===== src/rtl/multicycle_control_if.sv =====
// Control bundle between the multicycle controller and its datapath.
// master = controller side, slave = datapath side.
interface multicycle_control_if;
    logic [5:0]  opcode;
    logic [5:0]  funct;
    logic        mem_ready;
    logic        zero;
    logic        pc_write;
    logic [1:0]  pc_src;
    logic        ir_write;
    logic        iord;
    logic        mem_read;
    logic        mem_write;
    logic        mem_to_reg;
    logic        reg_dst;
    logic        reg_write;
    logic        alu_src_a;
    logic [1:0]  alu_src_b;
    logic [3:0]  alu_control;
    logic        illegal;
    logic        retire;
    logic [15:0] retired_cnt;
    logic [3:0]  state;

    modport master (
        input  opcode, funct, mem_ready, zero,
        output pc_write, pc_src, ir_write, iord, mem_read, mem_write, mem_to_reg,
               reg_dst, reg_write, alu_src_a, alu_src_b, alu_control, illegal,
               retire, retired_cnt, state
    );

    modport slave (
        output opcode, funct, mem_ready, zero,
        input  pc_write, pc_src, ir_write, iord, mem_read, mem_write, mem_to_reg,
               reg_dst, reg_write, alu_src_a, alu_src_b, alu_control, illegal,
               retire, retired_cnt, state
    );
endinterface


===== src/rtl/multicycle_control.sv =====
// Moore-style multicycle MIPS-subset controller with sticky illegal-op trap
// and a retired-instruction counter.
module multicycle_control (
    input logic                  clk,
    input logic                  rst,
    multicycle_control_if.master bus
);
    typedef enum logic [3:0] {
        StFetch  = 4'd0,
        StDecode = 4'd1,
        StMemAdr = 4'd2,
        StMemRd  = 4'd3,
        StMemWb  = 4'd4,
        StMemWr  = 4'd5,
        StExec   = 4'd6,
        StAluWb  = 4'd7,
        StBranch = 4'd8,
        StJump   = 4'd9,
        StAddiEx = 4'd10,
        StAddiWb = 4'd11,
        StTrap   = 4'd12
    } state_e;

    state_e      state_q, state_d;
    logic [3:0]  alu_op_q, alu_op_d;
    logic        store_q;
    logic        illegal_q;
    logic [15:0] cnt_q;
    logic        retire;

    always_comb begin
        unique case (bus.funct)
            6'h20:   alu_op_d = 4'h2;
            6'h22:   alu_op_d = 4'h6;
            6'h24:   alu_op_d = 4'h0;
            6'h25:   alu_op_d = 4'h1;
            6'h2A:   alu_op_d = 4'h7;
            default: alu_op_d = 4'h2;
        endcase
    end

    // Decode-time facts are latched so later states never look at the IR fields.
    always_ff @(posedge clk) begin
        if (rst) begin
            state_q   <= StFetch;
            alu_op_q  <= 4'h2;
            store_q   <= 1'b0;
            illegal_q <= 1'b0;
            cnt_q     <= 16'h0000;
        end else begin
            state_q <= state_d;
            if (state_q == StDecode) begin
                alu_op_q <= alu_op_d;
                store_q  <= (bus.opcode == 6'h2B);
            end
            if (state_d == StTrap) illegal_q <= 1'b1;
            if (retire) cnt_q <= cnt_q + 16'd1;
        end
    end

    always_comb begin
        state_d         = state_q;
        retire          = 1'b0;
        bus.pc_write    = 1'b0;
        bus.pc_src      = 2'd0;
        bus.ir_write    = 1'b0;
        bus.iord        = 1'b0;
        bus.mem_read    = 1'b0;
        bus.mem_write   = 1'b0;
        bus.mem_to_reg  = 1'b0;
        bus.reg_dst     = 1'b0;
        bus.reg_write   = 1'b0;
        bus.alu_src_a   = 1'b0;
        bus.alu_src_b   = 2'd0;
        bus.alu_control = 4'h0;
        unique case (state_q)
            StFetch: begin
                bus.mem_read    = 1'b1;
                bus.alu_src_b   = 2'd1;
                bus.alu_control = 4'h2;
                bus.ir_write    = bus.mem_ready;
                bus.pc_write    = bus.mem_ready;
                if (bus.mem_ready) state_d = StDecode;
            end
            StDecode: begin
                bus.alu_src_b   = 2'd3;
                bus.alu_control = 4'h2;
                unique case (bus.opcode)
                    6'h23, 6'h2B: state_d = StMemAdr;
                    6'h00: state_d = (bus.funct inside {6'h20, 6'h22, 6'h24, 6'h25, 6'h2A})
                                     ? StExec : StTrap;
                    6'h04:   state_d = StBranch;
                    6'h02:   state_d = StJump;
                    6'h08:   state_d = StAddiEx;
                    default: state_d = StTrap;
                endcase
            end
            StMemAdr: begin
                bus.alu_src_a   = 1'b1;
                bus.alu_src_b   = 2'd2;
                bus.alu_control = 4'h2;
                state_d         = store_q ? StMemWr : StMemRd;
            end
            StMemRd: begin
                bus.iord     = 1'b1;
                bus.mem_read = 1'b1;
                if (bus.mem_ready) state_d = StMemWb;
            end
            StMemWb: begin
                bus.mem_to_reg = 1'b1;
                bus.reg_write  = 1'b1;
                retire         = 1'b1;
                state_d        = StFetch;
            end
            StMemWr: begin
                bus.iord      = 1'b1;
                bus.mem_write = 1'b1;
                if (bus.mem_ready) begin
                    retire  = 1'b1;
                    state_d = StFetch;
                end
            end
            StExec: begin
                bus.alu_src_a   = 1'b1;
                bus.alu_control = alu_op_q;
                state_d         = StAluWb;
            end
            StAluWb: begin
                bus.reg_dst   = 1'b1;
                bus.reg_write = 1'b1;
                retire        = 1'b1;
                state_d       = StFetch;
            end
            StBranch: begin
                bus.alu_src_a   = 1'b1;
                bus.alu_control = 4'h6;
                bus.pc_src      = 2'd1;
                bus.pc_write    = bus.zero;
                retire          = 1'b1;
                state_d         = StFetch;
            end
            StJump: begin
                bus.pc_src   = 2'd2;
                bus.pc_write = 1'b1;
                retire       = 1'b1;
                state_d      = StFetch;
            end
            StAddiEx: begin
                bus.alu_src_a   = 1'b1;
                bus.alu_src_b   = 2'd2;
                bus.alu_control = 4'h2;
                state_d         = StAddiWb;
            end
            StAddiWb: begin
                bus.reg_write = 1'b1;
                retire        = 1'b1;
                state_d       = StFetch;
            end
            StTrap:  state_d = StTrap;
            default: state_d = StTrap;
        endcase

        bus.retire      = retire;
        bus.illegal     = illegal_q;
        bus.retired_cnt = cnt_q;
        bus.state       = state_q;

        // Reset masks every output immediately, even mid memory access.
        if (rst) begin
            bus.pc_write    = 1'b0;
            bus.pc_src      = 2'd0;
            bus.ir_write    = 1'b0;
            bus.iord        = 1'b0;
            bus.mem_read    = 1'b0;
            bus.mem_write   = 1'b0;
            bus.mem_to_reg  = 1'b0;
            bus.reg_dst     = 1'b0;
            bus.reg_write   = 1'b0;
            bus.alu_src_a   = 1'b0;
            bus.alu_src_b   = 2'd0;
            bus.alu_control = 4'h0;
            bus.retire      = 1'b0;
            bus.illegal     = 1'b0;
            bus.retired_cnt = 16'h0000;
            bus.state       = 4'd0;
        end
    end
endmodule


===== src/flat_wrapper.sv =====
// flat-port wrapper written by rule: the top's interface ports become plain ports
module multicycle_control_flat 
  (clk, rst, bus_opcode, bus_funct, bus_mem_ready, bus_zero, bus_pc_write, bus_pc_src, bus_ir_write, bus_iord, bus_mem_read, bus_mem_write, bus_mem_to_reg, bus_reg_dst, bus_reg_write, bus_alu_src_a, bus_alu_src_b, bus_alu_control, bus_illegal, bus_retire, bus_retired_cnt, bus_state);
  multicycle_control_if bus_i ();
  input logic clk;
  input logic rst;
  input wire logic [$bits(bus_i.opcode)-1:0] bus_opcode;
  input wire logic [$bits(bus_i.funct)-1:0] bus_funct;
  input wire logic [$bits(bus_i.mem_ready)-1:0] bus_mem_ready;
  input wire logic [$bits(bus_i.zero)-1:0] bus_zero;
  output wire logic [$bits(bus_i.pc_write)-1:0] bus_pc_write;
  output wire logic [$bits(bus_i.pc_src)-1:0] bus_pc_src;
  output wire logic [$bits(bus_i.ir_write)-1:0] bus_ir_write;
  output wire logic [$bits(bus_i.iord)-1:0] bus_iord;
  output wire logic [$bits(bus_i.mem_read)-1:0] bus_mem_read;
  output wire logic [$bits(bus_i.mem_write)-1:0] bus_mem_write;
  output wire logic [$bits(bus_i.mem_to_reg)-1:0] bus_mem_to_reg;
  output wire logic [$bits(bus_i.reg_dst)-1:0] bus_reg_dst;
  output wire logic [$bits(bus_i.reg_write)-1:0] bus_reg_write;
  output wire logic [$bits(bus_i.alu_src_a)-1:0] bus_alu_src_a;
  output wire logic [$bits(bus_i.alu_src_b)-1:0] bus_alu_src_b;
  output wire logic [$bits(bus_i.alu_control)-1:0] bus_alu_control;
  output wire logic [$bits(bus_i.illegal)-1:0] bus_illegal;
  output wire logic [$bits(bus_i.retire)-1:0] bus_retire;
  output wire logic [$bits(bus_i.retired_cnt)-1:0] bus_retired_cnt;
  output wire logic [$bits(bus_i.state)-1:0] bus_state;
  assign bus_i.opcode = bus_opcode;
  assign bus_i.funct = bus_funct;
  assign bus_i.mem_ready = bus_mem_ready;
  assign bus_i.zero = bus_zero;
  assign bus_pc_write = bus_i.pc_write;
  assign bus_pc_src = bus_i.pc_src;
  assign bus_ir_write = bus_i.ir_write;
  assign bus_iord = bus_i.iord;
  assign bus_mem_read = bus_i.mem_read;
  assign bus_mem_write = bus_i.mem_write;
  assign bus_mem_to_reg = bus_i.mem_to_reg;
  assign bus_reg_dst = bus_i.reg_dst;
  assign bus_reg_write = bus_i.reg_write;
  assign bus_alu_src_a = bus_i.alu_src_a;
  assign bus_alu_src_b = bus_i.alu_src_b;
  assign bus_alu_control = bus_i.alu_control;
  assign bus_illegal = bus_i.illegal;
  assign bus_retire = bus_i.retire;
  assign bus_retired_cnt = bus_i.retired_cnt;
  assign bus_state = bus_i.state;
  multicycle_control u_core (.clk(clk), .rst(rst), .bus(bus_i));
endmodule

===== config.mk =====
export PLATFORM = sky130hd
export DESIGN_NAME = multicycle_control_flat
export DESIGN_NICKNAME = d
export VERILOG_FILES = /design/src/rtl/multicycle_control_if.sv /design/src/rtl/multicycle_control.sv /design/src/flat_wrapper.sv
export SDC_FILE = /design/constraint.sdc
export NUM_CORES = 1
export LEC_CHECK = 0
export CAP_MARGIN = 20
export CORE_ASPECT_RATIO = 1.25
export CORE_UTILIZATION = 35
export CTS_BUF_LIST = sky130_fd_sc_hd__clkbuf_4 sky130_fd_sc_hd__clkbuf_8 sky130_fd_sc_hd__clkbuf_16
export CTS_CLUSTER_SIZE = 30
export DETAILED_ROUTE_END_ITERATION = 10
export GPL_TIMING_DRIVEN = 0
export SKIP_LAST_GASP = 1
export SLEW_MARGIN = 10
export SYNTH_ARGS = -nofsm -noshare
export SYNTH_HDL_FRONTEND = slang
export SYNTH_SLANG_ARGS = --single-unit

===== constraint.sdc =====
create_clock -name clk -period 2.6 [get_ports clk]
set_clock_uncertainty 0.05 [all_clocks]
set_input_delay 0.78 -clock clk [delete_from_list [all_inputs] [get_ports clk]]
set_output_delay 0.78 -clock clk [all_outputs]
set_load 0.01 [all_outputs]

Word level (Yosys, flattened, before mapping)
Index checks and enable logic that the tools add are counted.
- word-level logic and storage cells: 77
- bits in registers: 26
- bits of input ports: 16
- output and inout port bits: 39
- mux-type cells: 38
- reduce and logical (&&, ||, !) cells: 11
- $add $sub $neg: 1
- equality and inequality tests: 22
- operators with widths (operator ; number):
    equality test 6 bit, second input constant ; 7
    case mux 4 bit (8 select lines) ; 1
    2-to-1 mux 4 bit ; 6
    equality test 4 bit, second input constant ; 5
    2-to-1 mux 1 bit ; 20
    case mux 4 bit (5 select lines) ; 1
    adder 16 x 1 -> 16 bit, second input constant ; 1
    equality test 4 x 3 -> 1 bit, second input constant ; 4
    2-to-1 mux 16 bit ; 1
    case mux 3 bit (4 select lines) ; 1
    case mux 4 bit (3 select lines) ; 1
    equality test 4 x 2 -> 1 bit, second input constant ; 2
    OR reduction 2 bit ; 4
    OR reduction 4 bit ; 2
    equality test 6 x 2 -> 1 bit, second input constant ; 1
    equality test 6 x 3 -> 1 bit, second input constant ; 1
    equality test 6 x 4 -> 1 bit, second input constant ; 1
    zero test 6 bit ; 1
    case mux 2 bit (3 select lines) ; 1
    nonzero test 5 bit ; 1
    OR reduction 5 bit ; 1
    equality test 4 x 1 -> 1 bit, second input constant ; 1
    zero test 4 bit ; 1
    2-to-1 mux 2 bit ; 2
    other kinds (5) ; 5

Logic depth before layout (Yosys ltp)
Gate-level depths: netlist of run 1.
- word-level depth: 6
- mapped depth: 7
- depth with buffers taken out: 5

Worst setup path after synthesis of run 1
OpenSTA, ideal clock, no wires.
- kind: in2out
- start: input port rst
- end: output port bus_ir_write
- data arrival time: 1648 ps
- stages: 3
- required time: 1770 ps
- buffers on the path: 0
- path slack: 122 ps
- cell sequence: or2_2 -> nor3_1 -> and3b_1
- word-level cells in the longest chain between the ends: 1
- RTL lines (item ; RTL line ; source):
    start, declared ; flat_wrapper.sv:6 ; input logic rst;
    2-to-1 mux 1 bit ; multicycle_control.sv:169 ; if (rst) begin
    end, declared ; flat_wrapper.sv:13 ; output wire logic [$bits(bus_i.ir_write)-1:0] bus_ir_write;
Every way passes these cells.

Final worst setup path of run 1
- start: input port bus_mem_ready
- end: output port bus_retire
- word-level cells in the longest chain between the ends: 3
- RTL lines (item ; RTL line ; source):
    start, declared ; flat_wrapper.sv:9 ; input wire logic [$bits(bus_i.mem_ready)-1:0] bus_mem_ready;
    2-to-1 mux 1 bit ; multicycle_control.sv:118 ; if (bus.mem_ready) begin
    case mux 1 bit (2 select lines) ; multicycle_control.sv:76 ; unique case (state_q)
    2-to-1 mux 1 bit ; multicycle_control.sv:169 ;
    end, declared ; flat_wrapper.sv:24 ; output wire logic [$bits(bus_i.retire)-1:0] bus_retire;
Every way passes these cells.

==> flow_summary.yaml, run 1 <==
layout:
  nets: 310
  antenna_cells: 0
  syn_to_final_growth_pct: 40.11
  drive_above_1_share: 0.2055
  design_area_um2: 2465
  nFillCells: 495
detailed_routing:
  viasPerCell: 5.188
  drcViolationCount: 0
  wl_per_cell_um: 13.81
  dr.pass1.iters: 4
  dr_total_vias: 1826
  routed_wl_um: 4861
  dr.first_iter.drc_count: 61
  antenna_left: 0
grt:
  antenna_found_initial: 0
  first_global_vias: 1730
  track_usage: 0.1895
  grt_max_degree: 15
  gr-total-overflow: 0
  grt_pass1_wl_um: 7783
power_and_ir_drop:
  p_sw_uw: 271.7
  ir_drop_mv: 0.2001
  swShare: 0.3080
  p_comb_frac: 0.277
  internal_power_uw: 610.4
  p_leak_nw: 1.065
  power_uw: 882.2
  pwr-share-clk: 0.272
  p_per_area_nw_per_um2: 357.9
  power_frac_seq: 0.451
yosys:
  synth_flop_cell: "dfxtp_1"
  synth_top_area_share: 0.2845
  ys_top_cells_by_area: "dfxtp_1, nor2_1, nor2b_1"
  async_reset_ff_frac: 0
  synth_most_common_cell: "nor2_1"
  synth_warnings: 0
  syn-num-nets: 250
  netlist_instances: 233
  avgSynthCellArea_um2: 7.550
  yosys.area.top_type: "dfxtp_1"
  netlist_area_um2: 1759
  synth_edf_count: 0
  synth_cell_types: 53
  seq_area_frac_synth: 0.2845
  ys_top_cells_by_count: "nor2_1, dfxtp_1, nor2b_1"
  ys_ff_latch: 25
sta:
  setup_viol: 0
  timing_hold_violations_final: 0
  clock.fmax_mhz: 391.1
  post-route-period-util: 0.9835
  rsz0062_at_grt: "false"
  period_minus_slack_ns: 2.557
  slew_viol_final: 0
critical_path:
  critPathCaptureType: "primary output"
  worstPathArrival_ns: 1.73
  path_buf_inv: 2
  path_cells: "buf_4 > or3b_4 > a21oi_4 > nor3_1 > buf_2"
  critPathMaxFanout: 8
  slowest_stage: "or3b_4"
  cp-start-kind: "primary input"
  crit_type: "in2out"
  critPathTopFamily: "simple AND/OR/NAND/NOR gates"
  required_ns: 1.77
  slowest_delay_ns: 0.42
worst_hold_path:
  hold_path.class: "reg2reg"
place:
  io_buffers: 53
  hpwl_um: 3654
  gp_congestion: 0.7796
  placed_cell_area_um2: 2365
floorplan:
  die_area_um2: 5316
  coreArea_um2: 4800
  io_pins: 55
  die_w_um: 65.41
  die_y_um: 81.27
  rows: 28
  start_util: 0.3665
clocking:
  clk_path_buf_depth: 2
  htree_levels: 1
  clock-root-buffer: "clkbuf_8"
  cts.reportedPaths.clkPinSlew_ns: 0.09
  cts_hold_buf: 0
  numCtsBuffers: 3
  clock_latency_ns: 0.27
  cts_tree: "built"
  cts_sinks: 25
status:
  status: "finished clean"
run:
  max_cap_violations: 0
## layout make-up
class / instances / area, um2 / area share
buffer: 14 / 135.1 / 0.05482
sequential: 25 / 500.5 / 0.2030
clock inverter: 1 / 5.005 / 0.002030
clock buffer: 3 / 41.29 / 0.01675
inverter: 4 / 20.02 / 0.008122
timing repair buffer: 56 / 484.2 / 0.1964
multi-input combinational: 189 / 1204 / 0.4883
tap: 60 / 75.07 / 0.03046
## repair_timing
item / in CTS / in global routing
pin swaps: 3 / 2
gates cloned: 0 / 0
setup endpoints to repair: 38 / 13
resized for setup: 87 / 21
buffers inserted: 1 / 2
## worst paths after layout
path,start,to,slack (ns),depth (start not counted)
max,bus_mem_ready,bus_retire,0.04,5
min,u_core.alu_op_q[0],u_core.alu_op_q[0],0.40,2
max reg2reg,u_core.state_q[1],u_core.cnt_q[8],0.66,8
min reg2reg,u_core.alu_op_q[0],u_core.alu_op_q[0],0.40,2
## metrics by stage
step	hold slack (ns)	std cells	util	TNS [ns]	worst slack, ns
finish	0.4029	352	0.5136	0	0.04284
global route	0.4473	352	0.5136	0	0.008116
CTS	0.4050	351	0.5117	-0.2487	-0.1024
detailed placement	0.3921	346	0.4927	-31.38	-1.391
global placement	0.3895	346	0.4927	-31.80	-1.376
floorplan	0.3774	233	-	0	0.1215
## cell families after synthesis
family / Yosys count / synth area share
compound gates: 36 / 0.1266
xor+xnor: 9 / 0.04481
flops: 25 / 0.2845
other cells: 1 / 0.002132
mux: 10 / 0.06259
buf+inv: 19 / 0.05547
fa+ha+maj: 1 / 0.007111
simple gates: 132 / 0.4168
## layout by cell type (no fill, tap or decap), types with 2 or more instances in the layout
cell type	netlist	routed
a211oi_1	3	3
a21oi_1	14	14
a22o_1	2	2
and2_1	2	2
and3_1	6	6
and4_1	2	2
buf_2	2	5
buf_4	2	6
buf_8	0	2
clkbuf_2	1	7
clkbuf_4	0	3
clkbuf_8	0	6
clkdlybuf4s15_2	0	2
clkdlybuf4s50_1	0	15
dfxtp_1	25	25
dlygate4sd2_1	0	23
dlymetal6s2s_1	0	2
inv_1	3	3
mux2_1	3	3
mux2_2	5	5
mux2i_1	2	2
nand2_1	19	19
nand2b_1	5	4
nand3_1	8	8
nand4_1	2	2
nand4_2	2	2
nor2_1	35	30
nor2_2	1	6
nor2b_1	21	21
nor3_1	13	10
nor3_2	1	4
nor3b_1	2	2
nor4b_1	2	2
nor4b_2	2	2
o21ai_0	8	8
xnor2_1	9	9
## power groups by stage
stage | combinational (mW) | clock, mW | sequential, mW
after detailed placement | 0.233 | 0 | 0.406
after global routing | 0.269 | 0.265 | 0.400
final | 0.245 | 0.240 | 0.398
after global placement | 0.234 | 0 | 0.406
after floorplan | 0.136 | 0 | 0.404
after CTS | 0.243 | 0.247 | 0.398
## metal layers
metal | wire length (um) | up-vias | track usage
met5 | 0 | - | 0
met4 | 57 | 0 | 0.05435
met3 | 189 | 10 | 0.01826
met2 | 2565 | 58 | 0.3722
met1 | 2048 | 832 | 0.2108
li1 | - | 926 | -
## flip-flops by register name, summed over array words and instances, names as in the netlist
register and cells:
u_core.alu_op_q 3, u_core.cnt_q 16, u_core.store_q 1, u_core.illegal_q 1
u_core.state_q 4
## worst min-delay path: stages (launching register included)
cell,delay [ns]
dfxtp_1,0.31
nand2_1,0.05
a21oi_1,0.05
Note: power is estimated with default switching activity, not from simulation.
==> inputs of run 2 (changes only) <==
--- a/constraint.sdc
+++ b/constraint.sdc
@@ -4,2 +4,2 @@
 set_output_delay 0.78 -clock clk [all_outputs]
-set_load 0.01 [all_outputs]
+set_load 0.1 [all_outputs]
==> flow_summary.yaml, run 2 (synthesis gave the netlist of run 1 again) <==
detailed_routing:
  viasPerCell: 5.154
  routed_wl_um: 4941
  drcViolationCount: 0
  dr_total_vias: 1804
  dr.first_iter.drc_count: 56
  antenna_left: 0
  dr.pass1.iters: 4
  wl_per_cell_um: 14.12
layout:
  top_regs: "u_core.cnt_q (16), u_core.state_q (4), u_core.alu_op_q (3)"
  drive_above_1_share: 0.4103
  largest_reg_flops: 16
  mostFrequentLayoutCell: "nor2_1"
  largest-register: "u_core.cnt_q"
  nets: 308
  layout_common_cells: "nor2_1, dfxtp_1, buf_4"
  syn_to_final_growth_pct: 57.04
  final_cells: 350
  final_util: 0.5756
  antenna_cells: 0
floorplan:
  die_y_um: 81.27
  die_area_um2: 5316
  rows: 28
  io_pins: 55
  start_util: 0.3665
  die_w_um: 65.41
  coreArea_um2: 4800
place:
  io_buffers: 53
  hpwl_um: 3867
  post-place-ws_ns: -1.670
  place_inst: 346
  gp_congestion: 0.8092
power_and_ir_drop:
  ir_drop_mv: 0.1800
  p_leak_nw: 1.004
  p_per_area_nw_per_um2: 388.7
  power_mw: 1.074
critical_path:
  crit-reg2reg-launch: "u_core.state_q[1]"
  cp-start-kind: "primary input"
  r2r_cells: 7
  critPathMaxFanout: 10
  r2r-end: "u_core.cnt_q[8]"
  required_ns: 1.77
  path_common_cell: "buf_8"
  slowest_delay_ns: 0.42
  worstPathArrival_ns: 1.73
  crit_type: "in2out"
  critPathCaptureType: "primary output"
  ff2ff_setup_slack_ns: 0.73
  slowest_stage: "buf_2"
  path_cells: "buf_8 > buf_8 > buf_6 > nor2b_4 > buf_2"
sta:
  slew_viol_final: 0
  timing_hold_violations_final: 0
  setup_ws_ns: 0.03622
  rsz0062_at_grt: "false"
  slew_headroom: 0.6393
  post-route-period-util: 0.9861
  timing_worst_slew_pin_value_ns: 0.5436
  period_minus_slack_ns: 2.564
  tns_ns: 0
  clock.fmax_mhz: 390.1
  setup_viol: 0
grt:
  track_usage: 0.1974
  grt_max_degree: 20
  grt_pass1_wl_um: 8169
  antenna_found_initial: 0
  first_global_vias: 1779
  gr-total-overflow: 0
status:
  status: "finished clean"
worst_hold_path:
  whs_endpoint: "u_core.alu_op_q[0]"
  hold_path_depth: 2
  hp-start: "u_core.alu_op_q[0]"
  hold_path.class: "reg2reg"
clocking:
  cts.reportedPaths.clkPinSlew_ns: 0.09
  cts_hold_buf: 0
  htree_levels: 1
  numCtsBuffers: 3
  cts_tree: "built"
  clock_latency_ns: 0.27
  clk_path_buf_depth: 2
  cts_sinks: 25
  clock-root-buffer: "clkbuf_8"
run:
  max_cap_violations: 0
[run 2: repair_timing]
action                     4_1_cts  5_1_grt
pin swaps                        6        4
setup endpoints to repair       38       20
hold endpoints to repair         0        0
resized for setup              245       26
buffers inserted                 3        0
[run 2: worst max-delay path by stage]
stage,start,endpoint,slack [ns]
after floorplan,rst,bus_ir_write,-0.67
after global placement,rst,bus_reg_write,-1.68
after detailed placement,rst,bus_reg_write,-1.67
after CTS,bus_mem_ready,bus_retire,-0.02
after global routing,rst,bus_ir_write,0.005
final,rst,bus_state[0],0.04
[run 2: final cells by class]
class                   instances  area, um2
fillers                       454       2037
multi-input cells             189       1419
repair buffers                 55      549.3
flip-flops and latches         25      500.5
plain buffers                  13      148.9
well taps                      60      75.07
clock buffers                   3      41.29
inverters                       4      23.77
clock inverters                 1      5.005
[run 2: metal layers]
layer | up-vias | global-route usage | part of all wire
met2 | 44 | 0.3928 | 0.55
met3 | 4 | 0.02388 | 0.031
met1 | 836 | 0.2125 | 0.41
met4 | 0 | 0.05652 | 0.010
li1 | 920 | - | -
met5 | - | 0 | 0
[run 2: through the flow]
stage                     hold slack [ns]  area (um2)
after floorplan                    0.3772        2047
after global placement             0.3903        2653
after detailed placement           0.3997        2653
after CTS                          0.4138        2761
after global routing               0.4354        2763
final                              0.4171        2763
[run 2: critical path: cells and delay by family]
kind	cells	cell delay (ns)
buffers and inverters	4	0.85
and+or+nand+nor	1	0.09
[run 2: report_power, final]
part	leakage [nW]	total [mW]	internal (mW)	switching (mW)
sequential	0.202	0.398	0.391	0.00713
combinational	0.776	0.435	0.146	0.289
clock	0.0255	0.241	0.107	0.133
total	1.00	1.07	0.644	0.430
==> inputs of run 3 (changes only) <==
Settings changed: CAP_MARGIN 20 to unset.
==> results of run 3 <==
Same layout as run 2: the final DEF is identical, and so are final timing and power.
